**src/rtl/ibuf_shift_ctl_pkg.sv**
```systemverilog
// ibuf_shift_ctl_pkg: shared IFU state encoding and instruction-buffer defaults.
package ibuf_shift_ctl_pkg;

    typedef enum logic [1:0] {
        IDLE  = 2'b00,
        FILL  = 2'b01,
        RUN   = 2'b10,
        FLUSH = 2'b11
    } state_e;

    localparam int IBUF_DEPTH_DEF = 16;
    localparam int FILL_BYTES_DEF = 4;
    localparam int RUN_THRESH_DEF = 7;

endpackage

```
**src/rtl/ibuf_shift_dec.sv**
```systemverilog
// ibuf_shift_dec: one-hot shift to binary byte count; zero or multi-hot flags err and yields 0.
module ibuf_shift_dec (
    input  logic [7:0] shift_oh,
    output logic [3:0] k,
    output logic       err
);

    always_comb begin
        k = '0;
        for (int i = 0; i < 8; i++) k = shift_oh[i] ? 4'(i) : k;
        err = (shift_oh == 8'd0) || ((shift_oh & (shift_oh - 8'd1)) != 8'd0);
        k = err ? 4'd0 : k;
    end

endmodule

```
**src/rtl/ibuf_shift_ctl.sv**
```systemverilog
// ibuf_shift_ctl: instruction-buffer occupancy, pointers, fill/shift/flush sequencing.
// Define IBUF_SHIFT_STATS_EN to add the saturating stall_cnt output.
module ibuf_shift_ctl
    import ibuf_shift_ctl_pkg::*;
#(
    parameter int IBUF_DEPTH = IBUF_DEPTH_DEF,
    parameter int FILL_BYTES = FILL_BYTES_DEF,
    parameter int RUN_THRESH = RUN_THRESH_DEF
) (
    input  logic                          clk,
    input  logic                          reset_l,
    input  logic                          icu_fill_vld,
    output logic                          ibuf_fill_rdy,
    input  logic [7:0]                    iu_shift_d,
    input  logic [3:0]                    len_first_inst,
    input  logic                          iu_flush,
    output logic                          not_valid,
    output logic [$clog2(IBUF_DEPTH):0]   ibuf_cnt,
    output logic [$clog2(IBUF_DEPTH)-1:0] ibuf_rd_ptr,
    output logic [$clog2(IBUF_DEPTH)-1:0] ibuf_wr_ptr,
    output logic                          shift_err
`ifdef IBUF_SHIFT_STATS_EN
    ,
    output logic [15:0]                   stall_cnt
`endif
);

    localparam int PW = $clog2(IBUF_DEPTH);
    localparam int CW = PW + 1;

    state_e        state_q;
    logic [CW-1:0] cnt_q, cnt_d, k_ext, k_eff;
    logic [PW-1:0] rd_q, rd_d, wr_q, wr_d;
    logic          err_q, err_d;
    logic [3:0]    dec_k;
    logic          dec_err, run, over, accept;

    ibuf_shift_dec u_dec (
        .shift_oh (iu_shift_d),
        .k        (dec_k),
        .err      (dec_err)
    );

    assign run           = (state_q == RUN);
    assign ibuf_fill_rdy = (state_q == FILL || run) && (cnt_q <= CW'(IBUF_DEPTH - FILL_BYTES));
    assign not_valid     = !run || (cnt_q < CW'(len_first_inst));
    // Flush wins over a beat the ICU sees as accepted from the registered ready.
    assign accept        = icu_fill_vld && ibuf_fill_rdy && !iu_flush;

    always_comb begin
        k_ext = CW'(dec_k);
        over  = k_ext > cnt_q;
        k_eff = !run ? '0 : over ? cnt_q : k_ext;
        cnt_d = iu_flush ? '0 : cnt_q - k_eff + (accept ? CW'(FILL_BYTES) : '0);
        rd_d  = iu_flush ? '0 : rd_q + PW'(k_eff);
        wr_d  = iu_flush ? '0 : accept ? wr_q + PW'(FILL_BYTES) : wr_q;
        err_d = !iu_flush && run && (dec_err || over);
    end

    always_ff @(posedge clk or negedge reset_l) begin
        if (!reset_l) begin
            state_q <= IDLE;
            cnt_q   <= '0;
            rd_q    <= '0;
            wr_q    <= '0;
            err_q   <= 1'b0;
        end else begin
            cnt_q <= cnt_d;
            rd_q  <= rd_d;
            wr_q  <= wr_d;
            err_q <= err_d;
            if (iu_flush) state_q <= FLUSH;
            else begin
                case (state_q)
                    IDLE:  state_q <= FILL;
                    FILL:  state_q <= (cnt_q >= CW'(RUN_THRESH)) ? RUN : FILL;
                    RUN:   state_q <= (cnt_q == '0) ? FILL : RUN;
                    FLUSH: state_q <= FILL;
                endcase
            end
        end
    end

    assign ibuf_cnt    = cnt_q;
    assign ibuf_rd_ptr = rd_q;
    assign ibuf_wr_ptr = wr_q;
    assign shift_err   = err_q;

`ifdef IBUF_SHIFT_STATS_EN
    logic [15:0] stall_q;

    always_ff @(posedge clk or negedge reset_l) begin
        if (!reset_l) stall_q <= '0;
        else if (run && not_valid && stall_q != 16'hFFFF) stall_q <= stall_q + 16'd1;
    end

    assign stall_cnt = stall_q;
`endif

endmodule

```
**config.mk**
```make
export PLATFORM = sky130hd
export DESIGN_NAME = ibuf_shift_ctl
export DESIGN_NICKNAME = d
export VERILOG_FILES = /design/src/rtl/ibuf_shift_ctl_pkg.sv /design/src/rtl/ibuf_shift_dec.sv /design/src/rtl/ibuf_shift_ctl.sv
export SDC_FILE = /design/constraint.sdc
export NUM_CORES = 1
export LEC_CHECK = 0
export BUFFER_PORTS_ARGS = -buffer_cell sky130_fd_sc_hd__buf_2
export CORE_MARGIN = 1.5
export CORE_UTILIZATION = 45
export CTS_CLUSTER_SIZE = 8
export DETAILED_ROUTE_END_ITERATION = 6
export PLACE_DENSITY = 0.7
export SYNTH_ARGS = -nofsm -noshare
export SYNTH_HDL_FRONTEND = slang
export SYNTH_SLANG_ARGS = --single-unit
```
**constraint.sdc**
```tcl
create_clock -name clk -period 5.8 [get_ports clk]
set_clock_uncertainty 0.15 [all_clocks]
set_input_delay 0.87 -clock clk [delete_from_list [all_inputs] [get_ports clk]]
set_output_delay 0.87 -clock clk [all_outputs]
set_load 0.005 [all_outputs]
```
# Word-level counts from Yosys, hierarchy flattened
# Index checks and enable logic that the tools add are counted.
# W data, S select, Z words.
# classes
n_addsub	5
magnitude_cmp	4
eq_ne	3
n_mux	19
bitwise_logic	1
reduce_logical	17
# op_table
op	count
$mux W4	10
$mux W5	3
$and A8 B8 Y8	1
$logic_not A8 Y1	1
$reduce_bool A8 Y1	1
$sub A8 B1 Y8 const B	1
$mux W2	3
$pmux W2 S3	1
$add A5 B3 Y5	1
$ge A5 B3 Y1 const B	1
$gt A4 B5 Y1	1
$le A5 B4 Y1 const B	1
$logic_and A1 B1 Y1	5
$logic_not A5 Y1	1
$lt A5 B4 Y1	1
$sub A5 B5 Y5	1
$add A4 B3 Y4 const B	1
$add A4 B4 Y4	1
$eq A2 B2 Y1 const B	2
$logic_or A1 B1 Y1	4
$mux W3	1
$eq A2 B1 Y1 const B	1
$logic_not A1 Y1	2
$logic_not A2 Y1	1
other kinds (3)	3
# totals
regBits	16
input_bits	16

# Longest topological paths before layout
# Gate-level depths: netlist of the first run.
# logic_depth
depth_word	14
ltp_mapped	17

# Cells and area by module
# A second synthesis of the first run with hierarchy kept.
# unflattened
cells_unflattened	140
hier_area_um2	1285.0
# modules_own_cells
module	instances	cells_per_inst	area_per_inst_um2	seq_area_each_um2
ibuf_shift_ctl	1	115	1126.1	350.3
ibuf_shift_dec	1	25	158.9	0.0

# Worst setup path after synthesis of the first run
# Ideal clock, no wire load.
# synth_path
path_type	in2reg
start	input port iu_shift_d[0]
end	register cnt_q[4] (netlist: ibuf_cnt[4])
arrival_time_ns	4.443
required_time_ns	5.518
path_slack_ns	1.075
stages	15
n_path_buf	0
cell_sequence	nor4_4 -> or4b_4 -> a31o_2 -> nand2b_1 -> ha_1 -> and3_1 -> nor4_1 -> o41ai_2 -> fa_1 -> inv_1 -> ha_1 -> a21o_1 -> a21oi_1 -> xnor2_1 -> nor2_1
# synth_between
elab_chain_len	11
word_cells_on_any_way	12
classes_between	add/sub: 3; order compare: 1; mux: 4; bitwise: 1; reduce/logical: 3
# synth_lines
item	line	text
start: declaration	ibuf_shift_ctl.sv:14	input logic [7:0] iu_shift_d,
$sub A8 B1 Y8	ibuf_shift_dec.sv:11	err = (shift_oh == 8'd0) || ((shift_oh & (shift_oh - 8'd1)) != 8'd0);
$and A8 B8 Y8	ibuf_shift_dec.sv:11	
$reduce_bool A8 Y1	ibuf_shift_dec.sv:11	
$logic_or A1 B1 Y1 (*)	ibuf_shift_dec.sv:11	
$mux W4 (*)	ibuf_shift_dec.sv:12	k = err ? 4'd0 : k;
$gt A4 B5 Y1	ibuf_shift_ctl.sv:52	over = k_ext > cnt_q;
$mux W5 (*) (2 in series)	ibuf_shift_ctl.sv:53	k_eff = !run ? '0 : over ? cnt_q : k_ext;
$sub A5 B5 Y5 (*)	ibuf_shift_ctl.sv:54	cnt_d = iu_flush ? '0 : cnt_q - k_eff + (accept ? CW'(FILL_BYTES) : '0);
$add A5 B3 Y5 (*)	ibuf_shift_ctl.sv:54	
$mux W5 (*)	ibuf_shift_ctl.sv:54	
net cnt_d[4]	ibuf_shift_ctl.sv:32	logic [CW-1:0] cnt_q, cnt_d, k_ext, k_eff;
end signal: assignment	ibuf_shift_ctl.sv:68	cnt_q <= cnt_d;
end: declaration	ibuf_shift_ctl.sv:32	
# Mark *: on every way through the listed nets, which the timed path passes. The rest lies on a longest branch.
# A chain may end at the register's enable or synchronous reset.

# Worst setup path in the final report of the first run
# Same ends and word-level chain as after synthesis.

==> results.json, run 1 <==
{
  "status": "finished, final reports clean",
  "cts_max_level": 1,
  "worstPathRequired_ns": 5.80,
  "grt.met1_usage_pct": 24.10,
  "cts_buffer_depth": 2,
  "final_cells": 193,
  "post_cts_buffers": 0,
  "die_w_um": 55.12,
  "synth_flop_cell": "dfrtp_1",
  "antenna_left": 0,
  "holdCritPathClass": "input pin to asynchronous set/reset pin",
  "synth_cell_type_count": 39,
  "syn_to_final_growth_pct": 15.56,
  "worstPathMaxFanout": 5,
  "path_class": "input pin to register",
  "first_global_vias": 1020,
  "hold_violations": 0,
  "synthCells": 133,
  "vias": 1059,
  "power.density_nw_per_um2": 267.5,
  "die_h_um": 55.12,
  "placed_cells": 190,
  "maxSlewViolCount": 0,
  "clkSinkCount": 14,
  "busiest_layer": "met2",
  "avgSynthCellArea_um2": 9.191,
  "critPathLaunchType": "input pin",
  "antenna_found_initial": 0,
  "tns_ns": 0,
  "irDropWorstVdd_mv": 0.2463,
  "portBuffers": 29,
  "via_per_inst": 5.487,
  "worst_slack_ns": 0.8996,
  "wl_um": 2487,
  "wl_per_cell_um": 12.89,
  "setup-violations-final": 0,
  "ys_seq_area_share_pct": 28.66,
  "hold_buffers": 0,
  "synth-edff-count": 0,
  "pin_count": 32,
  "core-area_um2": 2522,
  "timing.rr.end": "ibuf_cnt[4]",
  "fin_util_pct": 56.00,
  "timing.rr.start": "ibuf_cnt[2]",
  "drive_gt1_share_pct": 24.54,
  "post-route-period-util_pct": 84.49,
  "cts_buffers": 3,
  "hpwl_um": 2029,
  "critPathCaptureType": "register",
  "grt_start_max_net_pins": 16,
  "dieArea_um2": 3038,
  "synth-seq-cells": 14,
  "worst_hold_slack_ns": 0.3314,
  "rr_worst_depth": 12,
  "dp_slack_ns": 0.6131,
  "clockRootBuffer": "clkbuf_4",
  "diodes": 0,
  "synth_warnings": 0,
  "use_met3_pct": 1.613,
  "slew_headroom_pct": 61.31,
  "arrival_ns": 4.90,
  "p_leak_nw": 0.7624,
  "cts_tree": "done",
  "rsz0062_at_grt": "false",
  "grt.total_usage_pct": 19.03,
  "period_needed_ns": 4.900,
  "gp_congestion": 0.8005,
  "max_freq_ghz": 0.2041,
  "grt_overflow": 0,
  "rrSetupSlack_ns": 2.24,
  "drv_cap": 0,
  "drc": 0,
  "drtIter0Drc": 17,
  "synth_area_um2": 1222,
  "grt_pass1_wl_um": 4126,
  "max_slew.worst_pin.slew_ns": 0.5750,
  "fp-row-count": 18,
  "post_cts_resized": 0,
  "ys_async_sr_fraction_pct": 100.0,
  "nets": 201,
  "start_util_pct": 48.46,
  "path_clk_slew_ns": 0.07,
  "grt_util_met2_pct": 34.13,
  "firstDrtPassIters": 4,
  "clk_latency_ns": 0.27
}
## layer usage
metal / share of wire [%] / up-vias
met5: 0 / -
met4: 0.32 / 0
met3: 4.1 / 2
met2: 52 / 30
met1: 44 / 506
li1: - / 521
## where the power goes
| part | leakage, nW | internal [W] | switching, W |
|---|---|---|---|
| Clock | 0.0138 | 0.0000240 | 0.0000276 |
| Combinational | 0.563 | 0.0000870 | 0.000103 |
| Sequential | 0.186 | 0.000116 | 0.0000203 |
## through the flow
| step | total power, W | cell area (um2) |
|---|---|---|
| floorplan | 0.0002673 | 1226 |
| global placement | 0.0003181 | 1390 |
| detailed placement | 0.0003272 | 1390 |
| CTS | 0.0003798 | 1413 |
| global route | 0.0004121 | 1413 |
| finish | 0.0003778 | 1413 |
## cell usage in the layout, fill, tap and decap left out, types with 2 or more instances in the layout
master / netlist / routed
xor2_1: 5 / 5
a21o_1: 2 / 2
fa_1: 3 / 3
a21boi_0: 2 / 2
or2_2: 3 / 3
conb_1: 2 / 3
a21oi_1: 4 / 4
nand3_1: 5 / 5
a22oi_1: 3 / 3
o21ai_0: 2 / 2
inv_1: 18 / 18
o31ai_1: 2 / 2
nand2b_1: 4 / 4
nor2b_1: 3 / 3
xnor2_1: 2 / 2
clkbuf_4: 0 / 3
dfrtp_1: 14 / 14
ha_1: 17 / 17
nand2_1: 2 / 2
buf_2: 0 / 29
nor4_1: 2 / 2
nor3_1: 2 / 2
o22ai_1: 2 / 2
nor2_1: 16 / 16
## cell families (layout without fill, tap and decap cells)
group	count (synthesis)	in the layout	share of synthesized area, %
other cells	2	3	0.6144
fa+ha+maj	20	20	22.31
flops	14	14	28.66
xor+xnor	7	7	5.015
mux	1	1	0.8189
buf+inv	21	50	7.061
simple gates	41	41	18.53
compound gates	27	27	16.99
## cell usage after synthesis, types with 3 or more instances
cell / n / area share (%)
or2_2: 3 / 1.5
nand2b_1: 4 / 2.0
dfrtp_1: 14 / 29
fa_1: 3 / 4.9
nor2b_1: 3 / 1.5
xor2_1: 5 / 3.6
a21oi_1: 4 / 1.6
ha_1: 17 / 17
nor2_1: 16 / 4.9
a22oi_1: 3 / 1.8
nand3_1: 5 / 2.0
inv_1: 18 / 5.5
## flip-flops by register name (all words and copies together), names as in the netlist
register,cells
state_q,2
ibuf_rd_ptr,4
shift_err,1
ibuf_wr_ptr,2
ibuf_cnt,5
## worst max-delay path, cell delays in order
cell and delay (ns):
buf_2 0.13, nor4_4 0.30, or4b_4 0.51, a31o_2 0.30, nand2b_1 0.15, ha_1 0.28
and3_1 0.17, nor4_1 0.50, o41ai_2 0.22, fa_1 0.60, inv_1 0.06, ha_1 0.28
a21o_1 0.17, a21oi_1 0.17, xnor2_1 0.14, nor2_1 0.06
## area by class of cell
class / count / area (um2)
fillers: 227 / 1110
inverters: 18 / 67.56
flip-flops and latches: 14 / 350.3
repair buffers: 29 / 145.1
multi-input cells: 99 / 789.5
well taps: 30 / 37.54
clock buffers: 3 / 22.52
## worst max path at each step
stage / endpoint / slack [ns] / cells past startpoint / startpoint
after floorplan: ibuf_cnt[4] / 1.07 / 15 / iu_shift_d[0]
after global placement: ibuf_cnt[4] / 0.83 / 16 / iu_shift_d[0]
after detailed placement: ibuf_cnt[4] / 0.61 / 16 / iu_shift_d[0]
after CTS: ibuf_cnt[4] / 0.90 / 17 / iu_shift_d[0]
after global routing: ibuf_cnt[4] / 0.63 / 17 / iu_shift_d[0]
final: ibuf_cnt[4] / 0.90 / 16 / iu_shift_d[0]
(Power assumes the default switching activity.)
==> inputs of run 2 (changes only) <==
Settings changed: ABC_AREA set to 1, PLACE_DENSITY 0.7 to 0.69.
Clock period 5.8 ns to 4.6 ns, I/O delays scaled along.
==> run 2 against run 1 <==
  * Worst setup slack got worse by 0.036 ns
  * Core utilization decreased by 1.6 points
  * Power rose by 49%
  * Count of clock-buffer cells in the layout rose by 1
  * Via count rose by 9.3%
  * Global-route usage is 0.34 points lower
  * Synthesized area up 3.8%
  * Design area increased by 4.3%
==> results.json, run 2 <==
{
  "grt_pass1_wl_um": 4719,
  "syn_to_final_growth_pct": 16.17,
  "post-route-period-util_pct": 81.24,
  "wl_um": 2669,
  "synth_warnings": 0,
  "maxSlewViolCount": 0,
  "via_per_inst": 5.009,
  "critPathLaunchType": "input pin",
  "drc": 0,
  "clockRootBuffer": "clkbuf_4",
  "timing.rr.end": "ibuf_cnt[4]",
  "gp_congestion": 0.8871,
  "p_leak_nw": 0.8610,
  "post_cts_buffers": 0,
  "synth-edff-count": 0,
  "critPathCaptureType": "register",
  "grt_start_max_net_pins": 15,
  "irDropWorstVdd_mv": 0.3208,
  "clk_latency_ns": 0.28,
  "die_w_um": 56.10,
  "antenna_found_initial": 0,
  "hold_violations": 0,
  "worstPathRequired_ns": 4.63,
  "ys_seq_area_share_pct": 27.61,
  "core-area_um2": 2710,
  "post_cts_resized": 0,
  "antenna_left": 0,
  "tns_ns": 0,
  "drv_cap": 0,
  "pin_count": 32,
  "timing.rr.start": "ibuf_cnt[2]",
  "rsz0062_at_grt": "false",
  "rr_worst_depth": 19,
  "worstPathMaxFanout": 3,
  "synth_flop_cell": "dfrtp_1",
  "dp_slack_ns": 0.6030,
  "hpwl_um": 2187,
  "grt.total_usage_pct": 18.70,
  "nets": 237,
  "holdCritPathClass": "input pin to asynchronous set/reset pin",
  "vias": 1157,
  "synthTopCellsByArea": "dfrtp_1, ha_1, inv_1",
  "setup-violations-final": 0,
  "ys_async_sr_fraction_pct": 100.0,
  "start_util_pct": 46.81,
  "power.density_nw_per_um2": 381.6,
  "diodes": 0,
  "synth_common_cells": "inv_1, nor2_1, nand2_1, ha_1, dfrtp_1",
  "yosys.area.top_type_share_pct": 27.61,
  "die_h_um": 56.10,
  "worst_slack_ns": 0.8631,
  "firstDrtPassIters": 4,
  "dieArea_um2": 3147,
  "synthCells": 169,
  "synth-seq-cells": 14,
  "period_needed_ns": 3.737,
  "yosysMostFrequentCell": "inv_1",
  "grt_overflow": 0,
  "max_freq_ghz": 0.2676,
  "portBuffers": 29,
  "avgSynthCellArea_um2": 7.507,
  "synth_cell_type_count": 25,
  "path_clk_slew_ns": 0.09,
  "drtIter0Drc": 17,
  "path_class": "input pin to register",
  "first_global_vias": 1208,
  "arrival_ns": 3.76,
  "largest_reg_flops": 5,
  "layout_common_cells": "inv_1, buf_2, nor2_1",
  "fp-row-count": 19,
  "clkSinkCount": 14,
  "hold_buffers": 0,
  "cts_tree": "done",
  "cts_max_level": 1,
  "cts_buffer_depth": 2,
  "synth_largest_area_cell": "dfrtp_1",
  "cts_buffers": 3,
  "wl_per_cell_um": 11.55,
  "final_common_cell": "inv_1",
  "drive_gt1_share_pct": 23.50,
  "rrSetupSlack_ns": 1.37,
  "p_total_w": 0.0005624,
  "synth_area_um2": 1269,
  "status": "finished, final reports clean"
}
-- run 2: cell types whose count changed after synthesis, moves of 4 or more --
cell / change
nand2_1: +23
inv_1: +14
nor2_1: +11
nand2_2: +5
nand2b_1: -4
o21ai_0: +4
-- run 2: cells by family after synthesis --
group           Yosys count  synth area share, %
compound gates           19                8.383
simple gates             72                26.53
fa+ha+maj                20                21.50
buf+inv                  36                11.24
xor+xnor                  6                4.142
other cells               2               0.5919
flops                    14                27.61
-- run 2: cell type report --
class	count	area (um2)
multi-input cells	120	779.5
well taps	31	38.79
fillers	276	1236
inverters	33	123.9
clock buffers	4	36.28
flip-flops and latches	14	350.3
repair buffers	29	145.1
-- run 2: stage by stage --
stage	util [%]	cell area [um2]	hold WS (ns)	cells
3_5_place_dp	53.05	1438	0.3870	227
6_report	54.39	1474	0.1435	231
5_1_grt	54.39	1474	0.1632	231
3_3_place_gp	53.05	1438	0.3755	227
4_1_cts	54.39	1474	0.1517	231
2_1_floorplan	-	1272	0.2444	170
-- run 2: worst max path at each step --
stage / start / endpoint / slack, ns / cells past startpoint
floorplan: iu_shift_d[0] / ibuf_cnt[4] / 0.97 / 22
global placement: iu_shift_d[3] / ibuf_cnt[4] / 0.70 / 23
detailed placement: iu_shift_d[5] / ibuf_cnt[4] / 0.60 / 23
CTS: iu_shift_d[5] / ibuf_cnt[4] / 0.90 / 23
global route: iu_shift_d[3] / ibuf_cnt[4] / 0.55 / 23
finish: iu_shift_d[5] / ibuf_cnt[4] / 0.86 / 23
-- run 2: where the power goes --
group | total (W) | internal [W] | switching [W]
combinational | 0.000290 | 0.000126 | 0.000164
sequential | 0.000180 | 0.000147 | 0.0000333
clock | 0.0000924 | 0.0000481 | 0.0000443
total | 0.000562 | 0.000321 | 0.000242
-- run 2: metal layers --
layer  global-route usage [%]  share of wire (%)
met1                    22.39                 45
met2                    33.95                 49
met3                    3.256                5.4
met4                    5.442               0.60
met5                        0                  0
-- run 2: worst max-delay path, cell delays in order --
cell	delay, ns
buf_2	0.11
nor2_1	0.14
nand2_1	0.08
o21ai_2	0.17
nand3_2	0.09
nor2_1	0.14
ha_1	0.28
nand2_1	0.08
inv_1	0.04
o21ai_1	0.11
nand2_1	0.07
nand2_2	0.09
nor2_2	0.06
nand2_1	0.05
nand2_1	0.10
fa_1	0.57
inv_1	0.06
ha_1	0.28
a21oi_1	0.17
nor2_1	0.06
nor2_1	0.11
xor2_1	0.15
nor2_1	0.05
==> inputs of run 3 (changes only) <==
Clock period 4.6 ns to 3.9 ns, I/O delays scaled along.
==> run 3 against run 2 <==
  * Worst setup slack got worse by 0.55 ns
  * Clock power increased by 13%
  * Wire length increased by 0.15%
  * Non-clock buffer count increased by 1
  * Sequential share of layout area decreased by 0.24 points
  * Hold slack got worse by 0.10 ns
  * Power increased by 19%
  * Core utilization increased by 0.55 points
  * Sequential cell count unchanged
==> results.json, run 3 (synthesized netlist as in run 2, its figures left out) <==
{
  "final_common_cell": "inv_1",
  "holdCritPathClass": "input pin to asynchronous set/reset pin",
  "start_util_pct": 46.81,
  "cts_buffers": 3,
  "wl_per_cell_um": 11.52,
  "nets": 238,
  "antenna_found_initial": 0,
  "fp-row-count": 19,
  "grt_overflow": 0,
  "status": "finished, final reports clean",
  "portBuffers": 29,
  "postPlaceCellArea_um2": 1438,
  "wl_um": 2673,
  "irDropWorstVdd_mv": 0.3788,
  "largest_reg_flops": 5,
  "path_clk_slew_ns": 0.09,
  "top_layer": "met4",
  "pin_count": 32,
  "die_w_um": 56.10,
  "met2_length_um": 1288,
  "drive_gt1_share_pct": 25.37,
  "wl_met3_um": 122,
  "rsz0062_at_grt": "false",
  "setup-violations-final": 0,
  "clk_latency_ns": 0.28,
  "clockRootBuffer": "clkbuf_4",
  "power.density_nw_per_um2": 449.0,
  "drtIter0Drc": 27,
  "post-route-period-util_pct": 91.97,
  "critPathCaptureType": "register",
  "via_per_inst": 5.129,
  "firstDrtPassIters": 4,
  "worstPathRequired_ns": 3.91,
  "core-area_um2": 2710,
  "stdcell_area_um2": 1489,
  "arrival_ns": 3.60,
  "gp_congestion": 0.8691,
  "worstPathMaxFanout": 3,
  "cts_max_level": 1,
  "wl_met1_um": 1218,
  "period_needed_ns": 3.587,
  "hpwl_um": 2202,
  "p_leak_nw": 0.8659,
  "first_global_vias": 1188,
  "diodes": 0,
  "p_total_w": 0.0006686,
  "drv_cap": 0,
  "clkSinkCount": 14,
  "fillers": 279,
  "vias": 1190,
  "die_h_um": 56.10,
  "maxSlewViolCount": 0,
  "drc": 0,
  "critPathLaunchType": "input pin",
  "grt_pass1_wl_um": 4933,
  "layout_common_cells": "inv_1, buf_2, nand2_1",
  "cts_buffer_depth": 2,
  "max_freq_ghz": 0.2788,
  "dieArea_um2": 3147,
  "path_class": "input pin to register",
  "grt_start_max_net_pins": 15,
  "grt.total_usage_pct": 19.35,
  "hold_violations": 0,
  "cts_tree": "done",
  "worst_hold_slack_ns": 0.04175,
  "antenna_left": 0,
  "syn_to_final_growth_pct": 17.36
}
run 3: changes by cell type in the layout (fill, tap and decap cells not counted):
cell / before / now
nor2_1: 27 / 24
nor2_2: 2 / 5
buf_4: 0 / 1
run 3: final cells by class:
class / count / area (um2) / share of cell area, %
Multi-Input combinational cell: 120 / 787.0 / 52.86
Clock buffer: 4 / 36.28 / 2.437
Sequential cell: 14 / 350.3 / 23.53
Timing Repair Buffer: 30 / 152.6 / 10.25
Inverter: 33 / 123.9 / 8.319
Tap cell: 31 / 38.79 / 2.605
run 3: path summary, 6_finish.rpt:
kind / slack, ns / startpoint / endpoint / cells after the start
hold / removal: 0.04 / reset_l / ibuf_cnt[1] / 1
setup / recovery: 0.31 / iu_shift_d[3] / ibuf_cnt[4] / 23
setup reg to reg: 0.69 / ibuf_cnt[2] / ibuf_cnt[4] / 18
hold reg to reg: 0.41 / ibuf_rd_ptr[3] / ibuf_rd_ptr[3] / 2
max in group asynchronous: 3.31 / reset_l / ibuf_cnt[2] / 1
min in group clk: 0.41 / ibuf_rd_ptr[3] / ibuf_rd_ptr[3] / 2
run 3: through the flow:
stage / TNS, ns / util (%) / instances / setup slack, ns
global route: 0 / 54.94 / 232 / 0.06136
CTS: 0 / 54.39 / 231 / 0.1854
global placement: 0 / 53.05 / 227 / 0.04873
floorplan: 0 / - / 170 / 0.3731
detailed placement: -0.1079 / 53.05 / 227 / -0.1079
finish: 0 / 54.94 / 232 / 0.3132
run 3: layer usage:
metal	track usage, %	vias up
met1	25.85	558
met2	32.61	35
li1	-	591
met3	2.093	6
met4	6.463	0
met5	0	-
run 3: worst max-delay path, stage by stage:
cell	delay, ns
buf_2	0.12
nor2_4	0.12
nand2_2	0.09
o21ai_2	0.16
nand3_2	0.11
nor2_2	0.12
ha_1	0.27
nand2_1	0.07
inv_1	0.04
o21ai_1	0.12
nand2_1	0.08
nand2_2	0.10
nor2_2	0.06
nand2_1	0.05
nand2_1	0.10
fa_1	0.52
inv_1	0.05
ha_1	0.27
a21oi_1	0.15
nor2_1	0.05
nor2_1	0.11
xor2_1	0.16
nor2_1	0.05
run 3: power breakdown:
group / switching (W) / leakage, nW / internal, W
clock network: 0.0000473 / 0.0210 / 0.0000568
logic: 0.000198 / 0.660 / 0.000155
registers: 0.0000389 / 0.185 / 0.000173
run 3: timing repair:
| action | in CTS | in global routing |
|---|---|---|
| resized for setup | 0 | 3 |
| buffers inserted | 0 | 1 |
| endpoints found under the setup margin | 0 | 1 |
| hold buffers | 0 | 0 |
